===== config.mk =====
export PLATFORM = sky130hd
export DESIGN_NAME = sr_cmd_gen
export DESIGN_NICKNAME = d
export VERILOG_FILES = /design/src/rtl/sr_cmd_gen.sv
export SDC_FILE = /design/constraint.sdc
export NUM_CORES = 1
export LEC_CHECK = 0
export BUFFER_PORTS_ARGS = -buffer_cell sky130_fd_sc_hd__buf_2
export CORE_ASPECT_RATIO = 0.6
export CORE_MARGIN = 2
export CORE_UTILIZATION = 60
export CTS_CLUSTER_DIAMETER = 60
export DETAILED_ROUTE_END_ITERATION = 12
export PLACE_DENSITY = 0.78
export SLEW_MARGIN = 40
export SYNTH_ARGS = -nofsm -noshare
export SYNTH_HDL_FRONTEND = slang
export SYNTH_SLANG_ARGS = --single-unit

===== constraint.sdc =====
create_clock -name clk -period 3.3 [get_ports clk]
set_input_delay 0.33 -clock clk [delete_from_list [all_inputs] [get_ports clk]]
set_output_delay 0.33 -clock clk [all_outputs]
set_load 0.01 [all_outputs]

===== src/rtl/sr_cmd_gen.sv =====
// -----------------------------------------------------------------------------
// sr_cmd_gen
//   Turns two raw, asynchronous request levels (set / clear) into clean,
//   mutually exclusive command pulses for a downstream SR flip-flop.
//   Each request is synchronized (2 flops), debounced (DEB_CYCLES stable
//   cycles) and edge-detected; a rising filtered level is an event.  A small
//   FSM turns an event into a PULSE_LEN-cycle s or r pulse, flags
//   simultaneous set/clear events (conflict) and discards events that arrive
//   while a pulse is running (drop).
//
// Parameters
//   DEB_CYCLES  stable synced cycles needed to accept a level change (2..255)
//   PULSE_LEN   width of each s/r pulse in cycles (1..15)
//
// Ports
//   clk       in   single clock, rising edge
//   rst       in   asynchronous reset, active low
//   set_req   in   raw set request level
//   clr_req   in   raw clear request level
//   s         out  set command, registered
//   r         out  reset command, registered
//   busy      out  high while a command pulse is in progress, registered
//   conflict  out  one-cycle pulse: set and clear events in the same idle cycle
//   drop      out  one-cycle pulse: event discarded because a pulse was running
// -----------------------------------------------------------------------------
module sr_cmd_gen #(
  parameter int unsigned DEB_CYCLES = 4,
  parameter int unsigned PULSE_LEN  = 1
) (
  input  logic clk,
  input  logic rst,
  input  logic set_req,
  input  logic clr_req,
  output logic s,
  output logic r,
  output logic busy,
  output logic conflict,
  output logic drop
);

  localparam logic [7:0] DEB_TARGET = 8'(DEB_CYCLES);
  localparam logic [3:0] PULSE_LAST = 4'(PULSE_LEN - 1);

  // Channel index: 0 = set, 1 = clear.
  localparam int CH_SET = 0;
  localparam int CH_CLR = 1;

  typedef enum logic [1:0] {
    IDLE      = 2'd0,
    SET_PULSE = 2'd1,
    CLR_PULSE = 2'd2
  } state_t;

  // ---------------------------------------------------------------------------
  // Input conditioning: synchronizer, debounce, rising-edge detect
  // ---------------------------------------------------------------------------
  logic [1:0] w_raw;
  logic [1:0] r_sync1;
  logic [1:0] r_sync2;
  logic [1:0] r_filt;
  logic [1:0] r_filt_d;
  logic [7:0] r_deb_cnt [2];
  logic [1:0] w_evt;

  assign w_raw = {clr_req, set_req};

  // NOTE: sequential state is updated with non-blocking assignments only, so
  // every flop samples the pre-edge value of its neighbours (the two sync
  // stages would otherwise collapse into one).
  always_ff @(posedge clk or negedge rst) begin
    if (!rst) begin
      r_sync1  <= '0;
      r_sync2  <= '0;
      r_filt   <= '0;
      r_filt_d <= '0;
      for (int i = 0; i < 2; i++) begin
        r_deb_cnt[i] <= '0;
      end
    end else begin
      r_sync1  <= w_raw;
      r_sync2  <= r_sync1;
      r_filt_d <= r_filt;
      for (int i = 0; i < 2; i++) begin
        if (r_sync2[i] == r_filt[i]) begin
          r_deb_cnt[i] <= '0;
        end else if (r_deb_cnt[i] + 8'd1 == DEB_TARGET) begin
          // Stable long enough: accept the new level and restart counting.
          r_filt[i]    <= r_sync2[i];
          r_deb_cnt[i] <= '0;
        end else begin
          r_deb_cnt[i] <= r_deb_cnt[i] + 8'd1;
        end
      end
    end
  end

  // Only a 0->1 change of the filtered level is an event.
  assign w_evt = r_filt & ~r_filt_d;

  // ---------------------------------------------------------------------------
  // Command FSM
  // ---------------------------------------------------------------------------
  state_t     r_state;
  state_t     w_state_nx;
  logic [3:0] r_pcnt;
  logic [3:0] w_pcnt_nx;
  logic       r_s;
  logic       r_r;
  logic       r_busy;
  logic       r_conflict;
  logic       r_drop;
  logic       w_s_nx;
  logic       w_r_nx;
  logic       w_busy_nx;
  logic       w_conflict_nx;
  logic       w_drop_nx;

  // NOTE: every output of this block gets a default before the case, so no
  // path leaves a signal unassigned and no latch is inferred.
  always_comb begin
    w_state_nx    = r_state;
    w_pcnt_nx     = r_pcnt;
    w_s_nx        = 1'b0;
    w_r_nx        = 1'b0;
    w_busy_nx     = 1'b0;
    w_conflict_nx = 1'b0;
    w_drop_nx     = 1'b0;
    case (r_state)
      IDLE: begin
        w_pcnt_nx = '0;
        if (w_evt[CH_SET] && w_evt[CH_CLR]) begin
          w_conflict_nx = 1'b1;
        end else if (w_evt[CH_SET]) begin
          w_state_nx = SET_PULSE;
          w_s_nx     = 1'b1;
          w_busy_nx  = 1'b1;
        end else if (w_evt[CH_CLR]) begin
          w_state_nx = CLR_PULSE;
          w_r_nx     = 1'b1;
          w_busy_nx  = 1'b1;
        end
      end
      SET_PULSE, CLR_PULSE: begin
        // Events while a pulse runs are discarded, never queued.
        w_drop_nx = |w_evt;
        if (r_pcnt == PULSE_LAST) begin
          w_state_nx = IDLE;
          w_pcnt_nx  = '0;
        end else begin
          w_pcnt_nx = r_pcnt + 4'd1;
          w_s_nx    = (r_state == SET_PULSE);
          w_r_nx    = (r_state == CLR_PULSE);
          w_busy_nx = 1'b1;
        end
      end
      default: begin
        w_state_nx = IDLE;
        w_pcnt_nx  = '0;
      end
    endcase
  end

  always_ff @(posedge clk or negedge rst) begin
    if (!rst) begin
      r_state    <= IDLE;
      r_pcnt     <= '0;
      r_s        <= 1'b0;
      r_r        <= 1'b0;
      r_busy     <= 1'b0;
      r_conflict <= 1'b0;
      r_drop     <= 1'b0;
    end else begin
      r_state    <= w_state_nx;
      r_pcnt     <= w_pcnt_nx;
      r_s        <= w_s_nx;
      r_r        <= w_r_nx;
      r_busy     <= w_busy_nx;
      r_conflict <= w_conflict_nx;
      r_drop     <= w_drop_nx;
    end
  end

  assign s        = r_s;
  assign r        = r_r;
  assign busy     = r_busy;
  assign conflict = r_conflict;
  assign drop     = r_drop;

endmodule


* Word level (Yosys, flattened, before mapping) *
Cells that the tools add are included.

cells by class
  $add $sub $neg = 3
  multiplexer cells = 27
  bitwise gates (word level) = 4
  reductions and logical operators = 8
  equal/unequal tests = 9

operators by type and width
  cell                   count
  $mux W8                4
  $add A8 B1 Y8 const B  2
  $eq A8 B3 Y1 const B   2
  $mux W1                13
  $mux W2                4
  $mux W4                2
  $pmux W1 S2            3
  $add A4 B1 Y4 const B  1
  $logic_not A4 Y1       1
  $ne A2 B2 Y1 const B   2
  $pmux W2 S2            1
  $reduce_and A2 Y1      2
  $reduce_or A2 Y1       2
  $ne A3 B3 Y1 const B   1
  $reduce_and A3 Y1      1
  $and A2 B2 Y2          1
  $eq A1 B1 Y1           2
  $eq A2 B1 Y1 const B   1
  $eq A2 B2 Y1 const B   1
  $logic_not A2 Y1       1
  $not A1 Y1             2
  $not A2 Y2             1
  $logic_and A1 B1 Y1    1

storage, ports and cells
  register bits after elaboration = 35
  input port bits = 4
  logic and storage cells = 65

* Depth between registers and ports, before layout *
  word-level depth = 6
  depth in mapped cells = 7
  depth with buffers taken out = 7

* Least setup slack after synthesis *
Ideal clock, no wire load.

  path type = flip-flop to flip-flop
  start point = register r_deb_cnt[0] (netlist bit)
  end point = register r_filt[1]
  setup time = 0.125 ns
  stages on the path, launching flop included = 6
  arrival = 1.589 ns
  slack = 1.586 ns
  cells stage by stage = dfrtp_1 -> ha_1 -> or4b_1 -> o41ai_1 -> o221ai_2 -> mux2_4

between the ends
  longest elaborated chain between the ends = 3

RTL lines
  what                                RTL line  text
  start: declaration                  62        logic [7:0] r_deb_cnt [2];
  start signal: indexed assignment    91        r_deb_cnt[i] <= r_deb_cnt[i] + 8'd1;
  $add A8 B1 Y8                       86        end else if (r_deb_cnt[i] + 8'd1 == DEB_TARGET) begin
  $eq A8 B3 Y1                        86
  $reduce_and A2 Y1 (no source line)  -
  end signal: indexed assignment      88        r_filt[i] <= r_sync2[i];
  end: declaration                    60        logic [1:0] r_filt;

Every way passes these cells.
A chain may end at the register's enable or synchronous reset.

* Final worst setup path *
Ends and elaborated chain as after synthesis.

==> results.py <==
metrics = {
    "status": {
        "status": "finished, violations left",
        "violations": "negative hold slack",
    },
    "clocking": {
        "cts_resized": 0,
        "numCtsBuffers": 5,
        "cts_htree_levels": 2,
        "post_cts_buffers": 0,
        "clock-sinks": 35,
        "clk_latency_ns": 0.28,
        "cts_root_buf": "clkbuf_8",
        "clockBufferDepth": 2,
        "hold_buffers": 0,
        "clk_pin_slew_ns": 0.07,
        "cts_tree": "done",
    },
    "sta": {
        "timing.hold.ws_ns": -0.0224,
        "relSlewSlack_pct": 56.9,
        "setup_viol": 0,
        "grt_setup_unrepaired": "false",
        "tns_ns": 0,
        "max_freq_ghz": 0.546,
        "clock_skew_ns": 0.00152,
        "period_needed_ns": 1.83,
        "period_share_pct": 55.5,
        "final_hold_viol_count": 35,
        "tightest_slew_ns": 0.642,
        "slew_viol_final": 0,
    },
    "synthesis": {
        "syn_nets": 176,
        "ys_ff_latch": 35,
        "seq_area_frac_synth_pct": 51.1,
        "synth_top_area_share_pct": 51.1,
        "netlist_area_um2": 1710,
        "synth_edf_count": 0,
        "async_flop_share_pct": 100,
        "ys_warn_count": 0,
        "ys_types": 34,
        "syn_area_per_cell_um2": 10.8,
        "synth_cells": 158,
        "synth_top_area_cell": "dfrtp_1",
        "synthFlopType": "dfrtp_1",
        "ys_top_cells_by_area": "dfrtp_1 51%, ha_1 10%, xnor2_1 4.6%",
    },
    "setup_path": {
        "startpoint_type": "flip-flop",
        "max_stage_delay_ns": 0.45,
        "critPathKind": "reg2reg",
        "ff2ff_setup_slack_ns": 1.47,
        "r2r-end": "r_filt[1]",
        "ff2ff_path_depth": 5,
        "crit_family": "simple AND/OR/NAND/NOR gates",
        "reg2reg_from": "r_deb_cnt[0]",
        "crit_chain": "ha_1 > or4b_1 > o41ai_1 > o221ai_2 > mux2_4",
        "crit_required_ns": 3.47,
        "critPathBufInv": 0,
        "path_max_fanout": 7,
        "crit_path_top_delay_cell": "or4b_1",
        "endpoint_kind": "flip-flop",
        "cp.arrival_ns": 2.00,
    },
    "grt": {
        "grt_use_total_pct": 22.4,
        "grt_pass1_vias": 1187,
        "grt_max_degree": 36,
        "grt_antenna_before_repair": 0,
        "grt_pass1_wl_um": 5360,
        "grt-ovfl-total": 0,
    },
    "placed_design": {
        "dp_hpwl_um": 2100,
        "gp_congestion": 0.838,
        "port_buffers": 8,
        "dpl.cell_count": 195,
    },
    "power": {
        "ir_worst_vdd_v": 0.000458,
        "p_leak_nw": 0.883,
        "pwr_density_cell_nw_per_um2": 688,
    },
    "layout": {
        "drive_above_1_share_pct": 10.5,
        "final_cells": 203,
        "ff_latch_area_um2": 876,
        "final.fill_count": 199,
        "syn_to_final_growth_pct": 8.40,
        "fin_nets": 188,
        "antennaDiodeCount": 0,
        "multiInputGateArea_um2": 791,
    },
    "floorplanning": {
        "dieArea_um2": 3310,
        "initial_core_util_pct": 65.6,
        "coreArea_um2": 2610,
        "die_h_um": 45.4,
        "io_pins": 9,
        "die_width_um": 73.0,
        "rows": 14,
    },
    "routing": {
        "antenna_left": 0,
        "drcViolationCount": 0,
        "wl_um": 2930,
        "num_vias": 1125,
        "routed_via_density": 5.54,
        "wl_per_cell_um": 14.4,
        "firstDrtPassIters": 4,
        "drt_iter0_markers": 48,
    },
    "flow_run": {
        "cap_violations": 0,
    },
    "min_path": {
        "hp-class": "in2async",
    },
}
## how the worst max path moves through the flow
stage,from,to,slack (ns),cells after the start
floorplan,r_deb_cnt[0],r_filt[1],1.59,5
global placement,r_deb_cnt[0],r_filt[1],1.54,5
detailed placement,r_deb_cnt[0],r_filt[1],1.47,5
CTS,r_deb_cnt[0],r_filt[1],1.47,5
global route,r_deb_cnt[0],r_filt[1],1.36,5
finish,r_deb_cnt[0],r_filt[1],1.47,5
## report_power, final
group	switching (mW)	total [mW]	internal, mW
Combinational	0.224	0.394	0.170
Sequential	0.0737	0.587	0.514
Clock	0.148	0.296	0.148
## metrics by stage
step / instance area (µm²) / total power, mW / utilization, % / worst slack [ns]
final: 1860 / 1.28 / 71.1 / 1.47
after global routing: 1860 / 1.37 / 71.1 / 1.36
after floorplan: 1710 / 0.866 / - / 1.59
after detailed placement: 1770 / 0.986 / 67.9 / 1.47
after CTS: 1850 / 1.29 / 71.0 / 1.47
after global placement: 1770 / 0.960 / 67.9 / 1.54
## Yosys cell counts (5+ instances only)
cell      number
a21oi_1        5
and2_1         5
dfrtp_1       35
ha_1          14
inv_1          7
nand2_1       12
nand2b_1       6
nand3_1        6
nand4_1        5
nor2_1        19
xnor2_1        9
xor2_1         6
## worst register-to-register path: cells and delay by family, from the launching register on
kind | cells | cell delay, ns
AOI/OAI and AO/OA | 2 | 0.25
adders and majority gates | 1 | 0.26
DFF | 1 | 0.44
muxes | 1 | 0.31
and+or+nand+nor | 1 | 0.45
## final cells by class
class	count	area share (%)
clock buffer	7	4.11
clock inverter	1	0.270
inverter	7	1.42
multi-input combinational	113	42.6
sequential	35	47.2
tap	32	2.16
timing repair buffer	8	2.29
## cells by family after synthesis
family | share of synthesized area (%)
AO/OA/AOI/OAI | 8.77
flip-flops | 51.1
AND/OR/NAND/NOR | 18.0
adder cells (fa/ha/maj) | 10.2
multiplexers | 1.53
XOR/XNOR | 7.67
buffers and inverters | 2.70
## flip-flops by register name (all words and copies together) (netlist names)
register,flops
r_deb_cnt,16
r_pcnt,4
r_filt,2
r_filt_d,2
r_state,2
r_sync1,2
r_sync2,2
busy,1
conflict,1
drop,1
r,1
s,1
## layout by cell type, fill, tap and decap left out, types with 3 or more instances in the layout
| cell | netlist | routed |
|---|---|---|
| dfrtp_1 | 35 | 35 |
| nor2_1 | 19 | 19 |
| ha_1 | 14 | 14 |
| nand2_1 | 12 | 12 |
| xnor2_1 | 9 | 9 |
| inv_1 | 7 | 7 |
| buf_2 | 0 | 7 |
| nand3_1 | 6 | 6 |
| xor2_1 | 6 | 6 |
| nand2b_1 | 6 | 6 |
| a21oi_1 | 5 | 5 |
| and2_1 | 5 | 5 |
| nand4_1 | 5 | 5 |
| clkbuf_8 | 0 | 5 |
| nor2b_1 | 3 | 3 |
| o22ai_1 | 3 | 3 |
## layer usage
metal | vias to the layer above | GRT usage (%) | part of all wire (%)
li1 | 559 | - | -
met1 | 545 | 31.8 | 54
met2 | 14 | 32.3 | 41
met3 | 7 | 6.64 | 3.1
met4 | 0 | 10.0 | 2.1
met5 | - | 0 | 0
Power figures use the tool's default switching activity.
